--- src/rtl/sa_pkg.sv ---
// Shared definitions for the systolic array I/O buffers.
// Capture-state encoding and common frame dimensions.
package sa_pkg;

    typedef enum logic {FILL, FULL} wbuf_state_t;

    localparam int SA_X_W   = 16;
    localparam int SA_DEPTH = 8;

endpackage

--- src/rtl/buf_regfile.sv ---
// Frame storage: one synchronous write port, one registered read port.
// Reads see the old word on a same-address write; out-of-range reads give 0.
module buf_regfile #(
    parameter  int x_w   = 16,
    parameter  int depth = 8,
    localparam int aw    = $clog2(depth)
) (
    input  logic          clk_i,
    input  logic          rst_i,
    input  logic          we_i,
    input  logic [aw-1:0] waddr_i,
    input  logic [x_w-1:0] wdata_i,
    input  logic          re_i,
    input  logic [aw-1:0] raddr_i,
    output logic [x_w-1:0] rdata_o,
    output logic          rv_o
);

    localparam logic [aw:0] DEPTH_L = (aw+1)'(depth);

    logic [x_w-1:0] mem [depth];
    logic           in_range;

    assign in_range = {1'b0, raddr_i} < DEPTH_L;

    // Storage is deliberately left without reset.
    always_ff @(posedge clk_i) begin
        if (we_i) begin
            mem[waddr_i] <= wdata_i;
        end
    end

    // Registered read; holds the last word when idle.
    always_ff @(posedge clk_i or negedge rst_i) begin
        if (!rst_i) begin
            rdata_o <= '0;
            rv_o    <= 1'b0;
        end else begin
            rv_o <= re_i;
            if (re_i) begin
                rdata_o <= in_range ? mem[raddr_i] : '0;
            end
        end
    end

endmodule

--- src/rtl/write_buf.sv ---
// Output capture buffer: fills a frame of samples in arrival order,
// flags completion, and serves random-access reads until cleared.
module write_buf
    import sa_pkg::*;
#(
    parameter  int x_w   = SA_X_W,
    parameter  int depth = SA_DEPTH,
    localparam int aw    = $clog2(depth)
) (
    input  logic           clk_i,
    input  logic           rst_i,
    input  logic [x_w-1:0] d_i,
    input  logic           v_vi,
    input  logic           clear_i,
    output logic [aw:0]    cnt_o,
    output logic           full_o,
    output logic           done_vo,
    output logic           ovf_o,
    input  logic [aw-1:0]  addr_r_i,
    input  logic           r_vi,
    output logic [x_w-1:0] data_r_o,
    output logic           r_vo
);

    localparam logic [aw:0] LAST = (aw+1)'(depth - 1);
    localparam logic [aw:0] ONE  = (aw+1)'(1);

    wbuf_state_t state_q, state_d;
    logic [aw:0] ptr_q, ptr_d;
    logic        ovf_q, ovf_d;
    logic        done_q, done_d;
    logic        we;

    // Next state: clear wins over any sample, then fill, then overflow.
    always_comb begin
        state_d = state_q;
        ptr_d   = ptr_q;
        ovf_d   = ovf_q;
        done_d  = 1'b0;
        we      = 1'b0;
        priority case (1'b1)
            clear_i: begin
                state_d = FILL;
                ptr_d   = '0;
                ovf_d   = 1'b0;
            end
            v_vi && (state_q == FILL): begin
                we    = 1'b1;
                ptr_d = ptr_q + ONE;
                if (ptr_q == LAST) begin
                    state_d = FULL;
                    done_d  = 1'b1;
                end
            end
            v_vi: begin
                ovf_d = 1'b1;
            end
            default: ;
        endcase
    end

    // Capture state, pointer and flag registers.
    always_ff @(posedge clk_i or negedge rst_i) begin
        if (!rst_i) begin
            state_q <= FILL;
            ptr_q   <= '0;
            ovf_q   <= 1'b0;
            done_q  <= 1'b0;
        end else begin
            state_q <= state_d;
            ptr_q   <= ptr_d;
            ovf_q   <= ovf_d;
            done_q  <= done_d;
        end
    end

    assign cnt_o   = ptr_q;
    assign full_o  = (state_q == FULL);
    assign done_vo = done_q;
    assign ovf_o   = ovf_q;

    buf_regfile #(
        .x_w   (x_w),
        .depth (depth)
    ) u_regfile (
        .clk_i   (clk_i),
        .rst_i   (rst_i),
        .we_i    (we),
        .waddr_i (ptr_q[aw-1:0]),
        .wdata_i (d_i),
        .re_i    (r_vi),
        .raddr_i (addr_r_i),
        .rdata_o (data_r_o),
        .rv_o    (r_vo)
    );

endmodule

--- config.mk ---
export PLATFORM = sky130hd
export DESIGN_NAME = write_buf
export DESIGN_NICKNAME = d
export VERILOG_FILES = /design/src/rtl/sa_pkg.sv /design/src/rtl/buf_regfile.sv /design/src/rtl/write_buf.sv
export SDC_FILE = /design/constraint.sdc
export NUM_CORES = 1
export LEC_CHECK = 0
export BUFFER_PORTS_ARGS = -buffer_cell sky130_fd_sc_hd__buf_2
export CORE_UTILIZATION = 48
export DETAILED_ROUTE_END_ITERATION = 7
export PLACE_DENSITY = 0.66
export REMOVE_ABC_BUFFERS = 1
export SYNTH_ARGS = -nofsm -noshare
export SYNTH_HDL_FRONTEND = slang
export SYNTH_SLANG_ARGS = --single-unit
--- constraint.sdc ---
create_clock -name clk_i -period 3.75 [get_ports clk_i]
set_input_delay 0.375 -clock clk_i [delete_from_list [all_inputs] [get_ports clk_i]]
set_output_delay 0.375 -clock clk_i [all_outputs]
set_load 0.005 [all_outputs]
==> results.toml, run 1 <==
[route]
wirelength_mm = 11.4
ant_nets = 0
drc = 0
first_pass_iters = 4
via_per_inst = 5.35
post_drt_wl_per_cell_um = 19.3
vias = 3157
drt-initial-drc-count = 259

[timing]
rsz0062_at_grt = "no"
finalHoldViolations = 0
slew_violations = 0
relSlewSlack_pct = 24.3
min_period_ns = 1.92
setup_viol = 0
setup_tns_ns = 0
fin_skew_ns = 0.00493
worst_slew_pin_slew_ns = 1.14
finalCritPeriodShare_pct = 51.3
fin_ws_ns = 1.83
fmax_ghz = 0.520

[run]
cap_viol_max_count = 0

[cells_and_area]
mostFrequentLayoutCells = "128 x edfxtp_1, 49 x mux2i_1, 46 x buf_2, 33 x nor2b_1, 24 x dfrtp_1"
final_layout_size_suffix_gt1_share_pct = 20.9
n_fill_cell = 961
n_antenna_cell = 0
final_common_cell = "edfxtp_1"
nets = 434
area_delta_synth_final_pct = 16.6

[worst_setup_path]
r2r_cells = 4
slowest_stage = "or3b_1"
worstPathArrival_ns = 2.02
rrSetupSlack_ns = 1.83
critPathMaxFanout = 16
cp-end-kind = "flip-flop"
startpoint_type = "flip-flop"
cp_slowest_stage_delay_ns = 0.49
rr_endpoint = "u_regfile.mem[1][7]$_DFFE_PP_"
crit_type = "reg2reg"
crit_chain = "nand2b_1 -> or3b_1 -> nor3_2 -> buf_4"
r2r_start = "full_o$_DFFE_PN0P_"
required_ns = 3.85

[placement]
dp_hpwl_mm = 6.36
portBuffers = 47
place.gp.congestion = 0.664
dp_slack_ns = 1.55

[global_routing]
grt_use_total_pct = 19.5
antenna_found_initial = 0
grt_max_degree = 81
grt_pass1_wl_mm = 17.8
grt_remaining_overflow = 0
grt_pass1_vias = 3294

[yosys]
synthMuxAreaShare_pct = 8.19
async_reset_ff_share_pct = 15.8
synthXorXnorAreaFrac_pct = 0.292
synthCells = 356
synth-edff-count = 128
synth_compound_area_share_pct = 7.41
yosysSeqAreaShare_pct = 74.2
synth_top_family_by_area = "multiplexers"
synth_seq_cells = 152
synth_top_flop_cell = "edfxtp_1"
syn_area_mm2 = 0.00599
synth_cell_types = 28
synth.avg_cell_area_um2 = 16.8
synthSimpleGateAreaFrac_pct = 7.04
ys_warn_count = 0
yosys.area_share.adder_pct = 0.209

[min_path]
hold_path.class = "in2reg"
min_to = "u_regfile.mem[6][9]$_DFFE_PP_"
holdPathStages = 1
holdCritStartpoint = "d_i[9]"

[clock_tree]
clock_path_buffers = 2
post_cts_buffers = 0
clkSinkCount = 152
cts_tree = "built"
cts_root_buf = "clkbuf_16"
clock_latency_ns = 0.42
htree_levels = 4
cts.clk_slew.worst_paths_ns = 0.06
cts_buffers = 17

[floorplanning]
dieArea_mm2 = 0.0129
start_util_pct = 49.5
die_y_um = 114
die_w_um = 114
pin_count = 48
coreArea_mm2 = 0.0121
rows = 40

[power_and_ir_drop]
pwr_density_cell_mw_per_mm2 = 550
peakVddDrop_v = 0.000333
leakagePower_uw = 0.00262

[outcome]
status = "finished clean"
==> synth_stat cells, types with 2 or more instances <==
library cell / n / share of area, %
nand3_1: 17 / 1.4
dfrtp_1: 24 / 10
buf_4: 7 / 0.88
a22oi_1: 16 / 2.0
nor3_1: 2 / 0.17
a21oi_1: 2 / 0.17
a41o_1: 16 / 2.7
buf_6: 5 / 0.94
mux2i_1: 49 / 8.2
nor2_1: 12 / 0.75
a211o_1: 16 / 2.3
edfxtp_1: 128 / 64
nand2b_1: 3 / 0.31
buf_2: 3 / 0.25
xor2_1: 2 / 0.29
nor2b_1: 33 / 3.4
or3_1: 2 / 0.21
clkbuf_1: 8 / 0.50
nand2_1: 2 / 0.13
==> stage by stage <==
| step | util [%] | power [µW] | hold slack, ns | area (µm²) | std cells |
|---|---|---|---|---|---|
| after detailed placement | 52.6 | 2140 | 0.453 | 6370 | 557 |
| after floorplan | - | 2020 | 0.0794 | 5830 | 332 |
| final | 57.7 | 3840 | 0.216 | 6990 | 590 |
| after CTS | 57.7 | 3880 | 0.203 | 6990 | 590 |
| after global placement | 52.6 | 2140 | 0.438 | 6370 | 557 |
| after global routing | 57.7 | 3970 | 0.216 | 6990 | 590 |
==> final cells by class <==
cell class	instances	area (µm²)	area share, %
multi-input cells	179	1400	20.0
well taps	168	210	3.01
inverters	1	3.75	0.0537
clock inverters	14	181	2.60
clock buffers	18	429	6.14
flip-flops and latches	152	4440	63.6
repair buffers	58	323	4.62
==> critical path, delay by kind of cell (launching register included) <==
| family | cells | cell delay [ns] |
|---|---|---|
| flip-flops | 1 | 0.41 |
| AND/OR/NAND/NOR | 3 | 0.88 |
| buffers and inverters | 1 | 0.31 |
==> power by group <==
part / switching (µW) / total [µW] / internal [µW]
clock: 635 / 1740 / 1100
combinational: 122 / 210 / 87.2
sequential: 20.0 / 1900 / 1880
==> sequential cells by signal, summed over array words and instances, names as in the netlist <==
signal,flops
cnt_o,4
done_vo,1
full_o,1
ovf_o,1
u_regfile.mem,128
u_regfile.rdata_o,16
u_regfile.rv_o,1
==> worst max-delay path by stage <==
stage / endpoint / cells past startpoint / startpoint
3_5_place_dp: u_regfile.rdata_o[14]$_DFFE_PN0P_ / 5 / addr_r_i[1]
6_report: u_regfile.mem[1][7]$_DFFE_PP_ / 4 / full_o$_DFFE_PN0P_
5_1_grt: u_regfile.mem[1][7]$_DFFE_PP_ / 4 / full_o$_DFFE_PN0P_
4_1_cts: u_regfile.mem[5][7]$_DFFE_PP_ / 4 / full_o$_DFFE_PN0P_
2_1_floorplan: u_regfile.mem[1][0]$_DFFE_PP_ / 3 / full_o$_DFFE_PN0P_
3_3_place_gp: u_regfile.rdata_o[2]$_DFFE_PN0P_ / 5 / addr_r_i[1]
==> cells by family (layout without fill, tap and decap cells) <==
group / after synthesis / after routing
XOR/XNOR: 2 / 2
AO/OA/AOI/OAI: 52 / 52
flip-flops: 152 / 152
adder cells (fa/ha/maj): 1 / 1
buffers and inverters: 25 / 91
multiplexers: 49 / 49
AND/OR/NAND/NOR: 75 / 75
==> metal layers <==
layer	wire length, µm	global-route usage (%)
met1	5140	24.6
met2	5430	31.4
met3	623	5.21
met4	213	9.65
met5	0	0
==> timing repair <==
action,in CTS,in global routing
endpoints found under the hold margin,15,0
gates resized for setup,0,0
endpoints found under the setup margin,0,0
hold buffers,1,0
Power figures use the tool's default switching activity.
==> run 2, diff against run 1 <==
- clock period: 3.75 -> 1.8 ns (I/O delays scaled with it)
==> run 2 against run 1 <==
Against the previous run:
- die area stayed put
- final cell count is 2.2% higher
- global-route usage is 1.1 points higher
- core utilization is 2.0 points higher
- sequential share of layout area is 2.1 points lower
- critical path type unchanged
==> results.toml, run 2 (same netlist as run 1, synthesis figures left out) <==
[outcome]
status = "finished clean"

[timing]
fin_skew_ns = 0.00704
fin_ws_ns = 0.0918
finalHoldViolations = 0
worst_slew_pin_slew_ns = 1.36
setup_viol = 0
finalCritPeriodShare_pct = 94.9
min_period_ns = 1.71
fmax_ghz = 0.585
rsz0062_at_grt = "yes"
slew_violations = 0
setup_tns_ns = 0
relSlewSlack_pct = 8.74

[floorplanning]
rows = 40
die_y_um = 114
die_w_um = 114
pin_count = 48
start_util_pct = 49.5
dieArea_mm2 = 0.0129
coreArea_mm2 = 0.0121

[clock_tree]
cts_root_buf = "clkbuf_16"
cts_tree = "built"
post_cts_buffers = 0
clock_latency_ns = 0.42
clkSinkCount = 152
clock_path_buffers = 2
htree_levels = 4
cts_buffers = 17
cts.clk_slew.worst_paths_ns = 0.06

[placement]
placed_cell_area_mm2 = 0.00653
dp_hpwl_mm = 7.89
dp_slack_ns = -0.270
portBuffers = 47
place.gp.congestion = 0.732

[route]
vias = 3276
post_drt_wl_per_cell_um = 20.6
drc = 0
wirelength_mm = 12.4
first_pass_iters = 4
via_per_inst = 5.43
drt-initial-drc-count = 357
ant_nets = 0

[cells_and_area]
n_antenna_cell = 0
final_layout_size_suffix_gt1_share_pct = 25.3
final_cell_area_mm2 = 0.00723
regArea_mm2 = 0.00444
area_delta_synth_final_pct = 20.7
largest_reg_flops = 128
final_common_cell = "edfxtp_1"
n_fill_cell = 944
nets = 448
mostFrequentLayoutCells = "128 x edfxtp_1, 49 x mux2i_1, 46 x buf_2, 33 x nor2b_1, 24 x dfrtp_1"
top_register = "u_regfile.mem"
multi_input_area_mm2 = 0.00141

[worst_setup_path]
crit_chain = "nand2b_1 -> or3b_4 -> nor2_2 -> buf_4"
path_buf_inv = 1
cp_slowest_stage_delay_ns = 0.45
critPathMaxFanout = 9
crit_type = "reg2reg"
rrSetupSlack_ns = 0.09
crit_cells = 4
worstPathArrival_ns = 1.82
required_ns = 1.92
slowest_stage = "or3b_4"
critPathTopFamily = "simple AND/OR/NAND/NOR gates"
r2r_cells = 4
cp-end-kind = "flip-flop"
startpoint_type = "flip-flop"

[power_and_ir_drop]
p_total_uw = 8410
leakagePower_uw = 0.00276
peakVddDrop_v = 0.000600
pwr_density_cell_mw_per_mm2 = 1160

[global_routing]
grt_pass1_wl_mm = 18.9
grt_use_total_pct = 20.7
grt_remaining_overflow = 0
antenna_found_initial = 0
grt_max_degree = 34
grt_pass1_vias = 3292

[run]
cap_viol_max_count = 0

[min_path]
holdPathStages = 2
hold_path.class = "in2reg"
-- run 2: per-layer routing --
metal	GRT usage [%]	routed length (µm)
met4	7.37	127
met5	0	0
met3	6.11	935
met2	29.8	5480
met1	29.9	5860
-- run 2: per-stage QoR --
stage | hold slack (ns) | utilization (%) | cells
floorplan | -0.116 | - | 332
global placement | 0.235 | 53.9 | 570
detailed placement | 0.248 | 53.9 | 570
CTS | 0.00737 | 59.5 | 602
global route | 0.0440 | 59.7 | 603
finish | 0.0320 | 59.7 | 603
-- run 2: what timing repair did --
action / CTS / global route
hold endpoints to repair: 24 / 0
hold buffers: 1 / 0
gates resized for setup: 0 / 7
endpoints found under the setup margin: 2 / 66
-- run 2: final timing paths --
path | start | to
max in group asynchronous | rst_i | u_regfile.rdata_o[14]$_DFFE_PN0P_
setup reg to reg | full_o$_DFFE_PN0P_ | u_regfile.mem[7][6]$_DFFE_PP_
hold reg to reg | ovf_o$_DFFE_PN0P_ | ovf_o$_DFFE_PN0P_
hold / removal | clear_i | cnt_o[3]$_DFFE_PN0P_
setup / recovery | full_o$_DFFE_PN0P_ | u_regfile.mem[7][6]$_DFFE_PP_
min in group asynchronous | rst_i | u_regfile.rdata_o[12]$_DFFE_PN0P_
-- run 2: final cells by class --
type | count | area share (%)
clock buffers | 18 | 6.07
repair buffers | 72 | 6.89
inverters | 1 | 0.0519
clock inverters | 13 | 3.10
flip-flops and latches | 152 | 61.5
multi-input cells | 179 | 19.5
well taps | 168 | 2.91
-- run 2: worst reg2reg max path, cell delays in order (launching register included) --
cell and delay (ns):
dfrtp_1 0.37, nand2b_1 0.18, or3b_4 0.45, nor2_2 0.17, buf_4 0.23
-- run 2: where the power goes --
group | total [µW] | switching (µW) | internal [µW]
sequential | 3960 | 44.2 | 3910
combinational | 483 | 280 | 203
clock | 3970 | 1350 | 2620
total | 8410 | 1680 | 6740
==> run 3, diff against run 2 <==
- CTS_CLUSTER_DIAMETER: default -> 50
- SETUP_SLACK_MARGIN: default -> 0.4
==> run 3 against run 2 <==
Against the previous run:
- core utilization up 1.0 points
- combinational power up 2%
- fmax up 2.6%
- sequential power about the same
- critical endpoint is now u_regfile.mem[7][2]$_DFFE_PP_
==> results.toml, run 3 (same netlist as run 1, synthesis figures left out) <==
[outcome]
status = "finished clean"

[route]
post_drt_wl_per_cell_um = 20.7
via_per_inst = 5.47
vias = 3322
drt-initial-drc-count = 313
wirelength_mm = 12.5
first_pass_iters = 4
drc = 0
ant_nets = 0

[cells_and_area]
multi_input_area_mm2 = 0.00145
fin_cells = 607
fin_util_pct = 60.7
n_fill_cell = 929
n_antenna_cell = 0
largest_reg_flops = 128
final_common_cell = "edfxtp_1"
mostFrequentLayoutCells = "128 x edfxtp_1, 49 x mux2i_1, 46 x buf_2, 32 x nor2b_1, 23 x dfrtp_1"
final_layout_size_suffix_gt1_share_pct = 27.3
top_register = "u_regfile.mem"
nets = 452
regArea_mm2 = 0.00445
area_delta_synth_final_pct = 22.8

[timing]
setup_tns_ns = 0
slew_violations = 0
fin_skew_ns = 0.00609
min_period_ns = 1.67
fin_ws_ns = 0.135
relSlewSlack_pct = 43.6
setup_viol = 0
fmax_ghz = 0.600
worst_slew_pin_slew_ns = 0.845
finalHoldViolations = 0
finalCritPeriodShare_pct = 92.5
rsz0062_at_grt = "yes"

[clock_tree]
clkSinkCount = 152
cts_tree = "built"
cts_buffers = 17
cts_root_buf = "clkbuf_16"
clock_path_buffers = 2
htree_levels = 4
cts.clk_slew.worst_paths_ns = 0.06
clock_latency_ns = 0.42

[min_path]
hold_path.class = "in2reg"
holdCritStartpoint = "clear_i"
holdPathStages = 2

[floorplanning]
dieArea_mm2 = 0.0129
coreArea_mm2 = 0.0121
die_w_um = 114
rows = 40
die_y_um = 114
pin_count = 48
start_util_pct = 49.5

[power_and_ir_drop]
p_total_uw = 8420
peakVddDrop_v = 0.000602
share_seq_of_total_power_pct = 47.0
switching_share_pct = 20.0
pwr_density_cell_mw_per_mm2 = 1140
switching_power_uw = 1680
pwr-share-clk_pct = 47.2
p_comb_share_pct = 5.8
internal_power_uw = 6740
leakagePower_uw = 0.00279

[worst_setup_path]
crit_chain = "nand2b_4 -> or3b_4 -> nor2_4 -> buf_12 -> buf_16"
path_buf_inv = 2
critPathLaunch = "full_o$_DFFE_PN0P_"
r2r_start = "full_o$_DFFE_PN0P_"
cp-end-kind = "flip-flop"
critPathMaxFanout = 4
required_ns = 1.94
startpoint_type = "flip-flop"
worstPathArrival_ns = 1.80
crit_type = "reg2reg"
critPathTopFamily = "simple AND/OR/NAND/NOR gates"
rrSetupSlack_ns = 0.13
cp_slowest_stage_delay_ns = 0.43
slowest_stage = "or3b_4"
crit_cells = 5
r2r_cells = 5

[global_routing]
grt_use_total_pct = 20.9
grt_pass1_vias = 3331
grt_remaining_overflow = 0
antenna_found_initial = 0
grt_pass1_wl_mm = 19.2
grt_max_degree = 34

[placement]
dp_hpwl_mm = 7.89
portBuffers = 47
place.gp.congestion = 0.732
dp_slack_ns = -0.270
dp.cells = 570

[run]
cap_viol_max_count = 0
-- run 3: timing repair --
| action | 4_1_cts | 5_1_grt |
|---|---|---|
| setup endpoints to repair | 144 | 130 |
| endpoints found under the hold margin | 24 | 0 |
| gates cloned | 1 | 0 |
| gates resized for setup | 18 | 7 |
| pin swaps | 0 | 3 |
| setup buffers | 2 | 2 |
| hold buffers | 1 | 0 |
-- run 3: worst paths after layout --
| check | to |
|---|---|
| max | u_regfile.mem[7][2]$_DFFE_PP_ |
| min | cnt_o[3]$_DFFE_PN0P_ |
| max reg2reg | u_regfile.mem[7][2]$_DFFE_PP_ |
| min reg2reg | ovf_o$_DFFE_PN0P_ |
| max in group asynchronous | cnt_o[2]$_DFFE_PN0P_ |
| min in group asynchronous | u_regfile.rdata_o[12]$_DFFE_PN0P_ |
-- run 3: power groups by stage --
stage          logic, µW  clock network (µW)  registers [µW]
2_1_floorplan        188                   0            4020
3_3_place_gp         467                   0            4020
3_5_place_dp         478                   0            4030
4_1_cts              491                4010            3960
5_1_grt              532                4160            3970
6_report             492                3970            3960
-- run 3: final cells by class --
cell class	count	share of cell area, %
sequential	152	60.4
multi-input combinational	179	19.7
timing repair buffer	76	7.98
clock buffer	18	5.97
clock inverter	13	3.04
tap	168	2.86
inverter	1	0.0510
-- run 3: stage by stage --
| step | hold slack [ns] | cell area [µm²] |
|---|---|---|
| 2_1_floorplan | -0.116 | 5830 |
| 3_3_place_gp | 0.235 | 6530 |
| 3_5_place_dp | 0.248 | 6530 |
| 4_1_cts | 0.0105 | 7310 |
| 5_1_grt | 0.0489 | 7360 |
| 6_report | 0.0367 | 7360 |
-- run 3: worst reg2reg max path, stage by stage, from the launching register on --
cell,delay [ns]
dfrtp_1,0.38
nand2b_4,0.15
or3b_4,0.43
nor2_4,0.19
buf_12,0.14
buf_16,0.10
-- run 3: layer usage --
metal / vias to the layer above / GRT usage (%) / share of wire, %
met4: 0 / 7.28 / 1.5
met5: - / 0 / 0
met3: 17 / 6.80 / 7.4
met1: 1658 / 30.0 / 47
li1: 1529 / - / -
met2: 118 / 30.2 / 44
